File: config.mk
export PLATFORM = sky130hd
export DESIGN_NAME = eic_ahb_regs
export DESIGN_NICKNAME = d
export VERILOG_FILES = /design/src/rtl/eic_ahb_regs.sv
export SDC_FILE = /design/constraint.sdc
export NUM_CORES = 1
export LEC_CHECK = 0
export ABC_AREA = 1
export BUFFER_PORTS_ARGS = -buffer_cell sky130_fd_sc_hd__buf_2
export CAP_MARGIN = 15
export CORE_MARGIN = 2
export CORE_UTILIZATION = 25
export CTS_CLUSTER_SIZE = 40
export DETAILED_ROUTE_END_ITERATION = 10
export GPL_TIMING_DRIVEN = 0
export PLACE_DENSITY = 0.58
export RECOVER_POWER = 50
export SLEW_MARGIN = 10
export SYNTH_ARGS = -nofsm -noshare
export SYNTH_HDL_FRONTEND = slang
export SYNTH_SLANG_ARGS = --single-unit
File: constraint.sdc
create_clock -name CLK -period 1.57 [get_ports CLK]
set_input_delay 0.157 -clock CLK [delete_from_list [all_inputs] [get_ports CLK]]
set_output_delay 0.157 -clock CLK [all_outputs]
set_load 0.005 [all_outputs]
File: src/rtl/eic_ahb_regs.sv
`default_nettype none
// ============================================================================
// Module   : eic_ahb_regs
// Brief    : AHB-Lite register file in front of the external interrupt
//            controller core: mask, sense-mode configuration, forced flag
//            writes (set/clear/load) and pending-request readback.
// Revision : 1.0 - initial release
// ============================================================================
module eic_ahb_regs #(
    parameter int EIC_DIRECT_CHANNELS = 32,
    parameter int EIC_SENSE_CHANNELS  = 32,
    parameter int EIC_TOTAL_CHANNELS  = EIC_DIRECT_CHANNELS + EIC_SENSE_CHANNELS
) (
    input  logic                            CLK,
    input  logic                            RESETn,
    input  logic                            HSEL,
    input  logic [31:0]                     HADDR,
    input  logic [1:0]                      HTRANS,
    input  logic                            HWRITE,
    input  logic [2:0]                      HSIZE,
    input  logic [31:0]                     HWDATA,
    input  logic                            HREADY,
    output logic [31:0]                     HRDATA,
    output logic                            HREADYOUT,
    output logic                            HRESP,
    input  logic [EIC_TOTAL_CHANNELS-1:0]   request,
    output logic [EIC_TOTAL_CHANNELS-1:0]   mask,
    output logic [2*EIC_SENSE_CHANNELS-1:0] senceMask,
    output logic [EIC_TOTAL_CHANNELS-1:0]   requestWR,
    output logic [EIC_TOTAL_CHANNELS-1:0]   requestIn
);

    // Implemented-channel masks; bits above the channel count stay 0.
    localparam logic [63:0] C_CH_VALID    = (64'd1 << EIC_TOTAL_CHANNELS) - 64'd1;
    localparam logic [63:0] C_SENSE_VALID = (64'd1 << (2 * EIC_SENSE_CHANNELS)) - 64'd1;

    // Word offsets (HADDR[5:2])
    localparam logic [3:0] c_EICR     = 4'h0;
    localparam logic [3:0] c_EIMSK_L  = 4'h1;
    localparam logic [3:0] c_EIMSK_H  = 4'h2;
    localparam logic [3:0] c_EIFR_L   = 4'h3;
    localparam logic [3:0] c_EIFR_H   = 4'h4;
    localparam logic [3:0] c_EIFRS_L  = 4'h5;
    localparam logic [3:0] c_EIFRS_H  = 4'h6;
    localparam logic [3:0] c_EIFRC_L  = 4'h7;
    localparam logic [3:0] c_EIFRC_H  = 4'h8;
    localparam logic [3:0] c_EISMSK_L = 4'h9;
    localparam logic [3:0] c_EISMSK_H = 4'hA;

    typedef enum logic [1:0] {
        S_IDLE = 2'd0,
        S_WR   = 2'd1,
        S_RD   = 2'd2
    } state_t;

    state_t      state_q, state_d;
    logic [3:0]  addr_q;
    logic        write_q;
    logic        size_ok_q;
    logic [31:0] eicr_q, eicr_d;
    logic [63:0] mask_q, mask_d;
    logic [63:0] smask_q, smask_d;

    logic        w_accept;
    logic        w_wr_phase;
    logic [63:0] w_req;
    logic [63:0] w_rwr;
    logic [63:0] w_rin;
    logic [31:0] w_rdata;
    logic        w_unused;

    assign w_accept   = HSEL & HREADY & HTRANS[1];
    assign w_wr_phase = (state_q == S_WR) & write_q & size_ok_q;

    // Address bits outside the decoded window and HTRANS[0] carry no meaning here.
    assign w_unused = ^{HADDR[31:6], HADDR[1:0], HTRANS[0]};

    assign HREADYOUT = 1'b1;
    assign HRESP     = 1'b0;

    // Next data-phase state: a new accepted address phase always wins; sub-word writes are dropped.
    always_comb begin
        state_d = S_IDLE;
        if (w_accept) begin
            if (!HWRITE) begin
                state_d = S_RD;
            end else if (HSIZE == 3'b010) begin
                state_d = S_WR;
            end
        end
    end

    // State register and address-phase capture.
    always_ff @(posedge CLK or negedge RESETn) begin
        if (!RESETn) begin
            state_q   <= S_IDLE;
            addr_q    <= 4'h0;
            write_q   <= 1'b0;
            size_ok_q <= 1'b0;
        end else begin
            state_q <= state_d;
            if (w_accept) begin
                addr_q    <= HADDR[5:2];
                write_q   <= HWRITE;
                size_ok_q <= (HSIZE == 3'b010);
            end
        end
    end

    // Storage register next-state from the write data phase.
    always_comb begin
        eicr_d  = eicr_q;
        mask_d  = mask_q;
        smask_d = smask_q;
        if (w_wr_phase) begin
            case (addr_q)
                c_EICR:     eicr_d         = HWDATA;
                c_EIMSK_L:  mask_d[31:0]   = HWDATA & C_CH_VALID[31:0];
                c_EIMSK_H:  mask_d[63:32]  = HWDATA & C_CH_VALID[63:32];
                c_EISMSK_L: smask_d[31:0]  = HWDATA & C_SENSE_VALID[31:0];
                c_EISMSK_H: smask_d[63:32] = HWDATA & C_SENSE_VALID[63:32];
                default: ;
            endcase
        end
    end

    // Storage registers.
    always_ff @(posedge CLK or negedge RESETn) begin
        if (!RESETn) begin
            eicr_q  <= 32'h0;
            mask_q  <= 64'h0;
            smask_q <= 64'h0;
        end else begin
            eicr_q  <= eicr_d;
            mask_q  <= mask_d;
            smask_q <= smask_d;
        end
    end

    // Zero-extend the core's request vector to the 64-bit register view.
    always_comb begin
        w_req = 64'h0;
        w_req[EIC_TOTAL_CHANNELS-1:0] = request;
    end

    // Forced flag strobes, live only while the write data phase is on the bus.
    always_comb begin
        w_rwr = 64'h0;
        w_rin = 64'h0;
        if (w_wr_phase) begin
            case (addr_q)
                c_EIFR_L:  begin w_rwr[31:0]  = 32'hFFFF_FFFF; w_rin[31:0]  = HWDATA;        end
                c_EIFR_H:  begin w_rwr[63:32] = 32'hFFFF_FFFF; w_rin[63:32] = HWDATA;        end
                c_EIFRS_L: begin w_rwr[31:0]  = HWDATA;        w_rin[31:0]  = 32'hFFFF_FFFF; end
                c_EIFRS_H: begin w_rwr[63:32] = HWDATA;        w_rin[63:32] = 32'hFFFF_FFFF; end
                c_EIFRC_L: begin w_rwr[31:0]  = HWDATA;        w_rin[31:0]  = 32'h0;         end
                c_EIFRC_H: begin w_rwr[63:32] = HWDATA;        w_rin[63:32] = 32'h0;         end
                default: ;
            endcase
        end
        w_rwr = w_rwr & C_CH_VALID;
        w_rin = w_rin & C_CH_VALID;
    end

    // Read mux, driven only during the read data phase.
    always_comb begin
        w_rdata = 32'h0;
        if (state_q == S_RD) begin
            case (addr_q)
                c_EICR:     w_rdata = eicr_q;
                c_EIMSK_L:  w_rdata = mask_q[31:0];
                c_EIMSK_H:  w_rdata = mask_q[63:32];
                c_EIFR_L:   w_rdata = w_req[31:0];
                c_EIFR_H:   w_rdata = w_req[63:32];
                c_EISMSK_L: w_rdata = smask_q[31:0];
                c_EISMSK_H: w_rdata = smask_q[63:32];
                default:    w_rdata = 32'h0;
            endcase
        end
    end

    assign HRDATA    = w_rdata;
    assign mask      = mask_q[EIC_TOTAL_CHANNELS-1:0];
    assign senceMask = smask_q[2*EIC_SENSE_CHANNELS-1:0];
    assign requestWR = w_rwr[EIC_TOTAL_CHANNELS-1:0];
    assign requestIn = w_rin[EIC_TOTAL_CHANNELS-1:0];

endmodule
`default_nettype wire

==> results_dict.tcl <==
set metrics [dict create \
    area_delta_synth_final_pct 61.77 \
    slew_viol_final 0 \
    cts_buffer_depth 2 \
    crit_required_ns 1.41 \
    hp-class "in2reg" \
    worstPathArrival_ns 2.08 \
    syn_nets 1538 \
    routedWlPerCell_um 21.33 \
    powerDensity_nw_per_um2 854.6 \
    clkLatencyLatePin_ns 0.44 \
    clock_power_share 0.323 \
    violations "negative setup slack" \
    slew_headroom 0.2488 \
    nets 2022 \
    rsz0062_at_grt "yes" \
    power.internal_w 0.008381 \
    synthCells 1400 \
    finalCritPeriodShare 1.428 \
    p_sw_frac 0.3683 \
    cellLeakagePower_nw 8.012 \
    grt_pass1_vias 10980 \
    cp_max_fo 6 \
    fin_crit_ns 2.242 \
    synth_common_cells "nand2_1, nand3_1, dfrtp_1" \
    dieHeight_um 199.9 \
    skew_ns 0.01274 \
    cts_tree "yes" \
    port_buffers 396 \
    maxCapViolations 0 \
    synth-async-reset-ratio 1.000 \
    yosysMostFrequentCell "nand2_1" \
    drt_iter0_markers 767 \
    synth_area_leader_cell "dfrtp_1" \
    irDropWorstVdd_uv 703.3 \
    drtPass1Iterations 7 \
    via_count 11860 \
    postRouteAntennaNets 0 \
    seq_power_share 0.334 \
    drive_gt1_frac 0.4296 \
    remaining_drc_errors 0 \
    initial_core_util 0.2542 \
    synth_area_um2 9597 \
    critPathLaunchType "register" \
    status "finished with violations" \
    clk_pin_slew_worst_paths_ns 0.07 \
    dieArea_um2 39970 \
    post-place-ws_ns -1.065 \
    fmax_mhz 446.1 \
    avgSynthCellArea_um2 6.855 \
    viasPerCell 4.922 \
    io_pins 428 \
    cts_max_level 4 \
    synth_edf_count 0 \
    die_x_um 199.9 \
    grtUsageTotal 0.2429 \
    cts-root-buf "clkbuf_16" \
    synth.yosys.seq_area_share 0.4381 \
    ys_seq_elements 168 \
    hold_viol 0 \
    hold_ws_ns 0.05048 \
    synthFlopType "dfrtp_1" \
    dp_hpwl_mm 37.60 \
    design.core.area_um2 37760 \
    synth_top_area_share 0.4381 \
    tightestPinTransition_ns 1.127 \
    cts_buffers 17 \
    p_switching_w 0.004886 \
    cts_sinks 168 \
    synth.distinct_cells 19 \
    grt-ovfl-total 0 \
    grt_first_pass_wirelength_mm 70.59 \
    critPathCaptureType "output pin" \
    grt_max_degree 102 \
    row_count 71 \
    worst-setup-path-type "reg2out" \
    setup_viol 320 \
    gp_congestion 0.9109 \
    antenna_found_initial 0 \
    yosys-top-cells-area "dfrtp_1, nand2_1, nand3_1" \
    yosys_warnings 0 \
    comb_power_share 0.343 \
    fin_ws_ns -0.6718 \
    drt-total-wl_mm 51.40 \
]
## layout by cell type, fill, tap and decap left out, types with 4 or more instances in the layout
master         count
nor2_4            13
a21oi_2           88
buf_6             38
clkbuf_1          28
dlygate4sd3_1      8
nand2_2           31
a21oi_4            8
nand3_1          189
inv_1             69
dfrtp_2            4
inv_8              6
nor2_1           107
clkbuf_16         28
nor2_2            22
dfrtp_1          164
buf_12            18
buf_8             29
buf_2            401
o21ai_0          166
nand3_2           10
buf_4             38
nand2_4           46
nand2_1          284
a21oi_1           64
clkbuf_4           6
## final timing paths
path                                        startpoint                         to  slack, ns  cells after the start
worst max-delay path             addr_q[1]$_DFFE_PN0P_                 HRDATA[16]      -0.67                     11
worst min-delay path                            HREADY       state_q[1]$_DFF_PN0_       0.05                      3
worst max register to register   addr_q[1]$_DFFE_PN0P_  senceMask[22]$_DFFE_PN0P_      -0.48                      9
worst min register to register  eicr_q[12]$_DFFE_PN0P_     eicr_q[12]$_DFFE_PN0P_       0.49                      2
max in group asynchronous                       RESETn  senceMask[15]$_DFFE_PN0P_       0.04                      3
min in group asynchronous                       RESETn      size_ok_q$_DFFE_PN0P_       0.46                      2
## final cells by class
class / instances / area [µm²]
Tap cell: 511 / 639.4
Multi-Input combinational cell: 1035 / 5649
Inverter: 79 / 325.3
Clock inverter: 15 / 173.9
Fill cell: 3887 / 22230
Buffer: 116 / 1167
Antenna cell: 1 / 2.502
Timing Repair Buffer: 467 / 2933
Clock buffer: 17 / 425.4
Sequential cell: 168 / 4209
## cells by family after synthesis
group	after synthesis	share of synthesized area
simple gates	706	0.3072
buf+inv	197	0.08305
compound gates	327	0.1709
other cells	2	0.0007826
flops	168	0.4381
## timing repair
| action | CTS | global route |
|---|---|---|
| pin swaps | 13 | 89 |
| cloned | 2 | 13 |
| hold buffers | 8 | 0 |
| buffers inserted | 24 | 23 |
| resized for setup | 233 | 365 |
| endpoints found under the hold margin | 75 | 0 |
| setup endpoints to repair | 320 | 320 |
## flip-flops by register name, indices dropped and copies added (netlist names)
signal / flops
state_q: 2
mask: 64
write_q: 1
senceMask: 64
size_ok_q: 1
addr_q: 4
eicr_q: 32
## critical path, cell delays in order, from the launching register on
cell	delay, ns
dfrtp_2	0.45
buf_6	0.14
nor2_4	0.12
buf_12	0.14
buf_8	0.11
buf_8	0.11
buf_6	0.12
nand3_1	0.09
nand2_2	0.08
nor2_2	0.05
a21oi_1	0.11
buf_2	0.13
## per-layer routing
metal  vias to the layer above  global-route usage  routed length, µm
li1                       5568                   -                  -
met4                         0             0.07353               1012
met3                        52             0.05914               3952
met1                      5756              0.3070              21320
met5                         -                   0                  0
met2                       482              0.4099              25110
## power by group through the flow
| stage | registers [W] | clock network [W] | logic (W) |
|---|---|---|---|
| floorplan | 0.00449 | 0 | 0.00158 |
| CTS | 0.00443 | 0.00436 | 0.00361 |
| finish | 0.00443 | 0.00429 | 0.00455 |
| global placement | 0.00449 | 0 | 0.00278 |
| global route | 0.00444 | 0.00455 | 0.00486 |
| detailed placement | 0.00450 | 0 | 0.00282 |
## stage by stage
step	instance area [µm²]	setup TNS [ns]	std cells	total power (W)	utilization
after global placement	12220	-575.86	2307	0.007272	0.3236
after detailed placement	12260	-166.50	2308	0.007317	0.3246
after global routing	15520	-184.65	2408	0.01385	0.4111
after floorplan	9597	0	1400	0.006065	-
final	15520	-139.99	2409	0.01327	0.4112
after CTS	13910	-135.79	2373	0.01240	0.3683
Note: power is estimated with default switching activity, not from simulation.
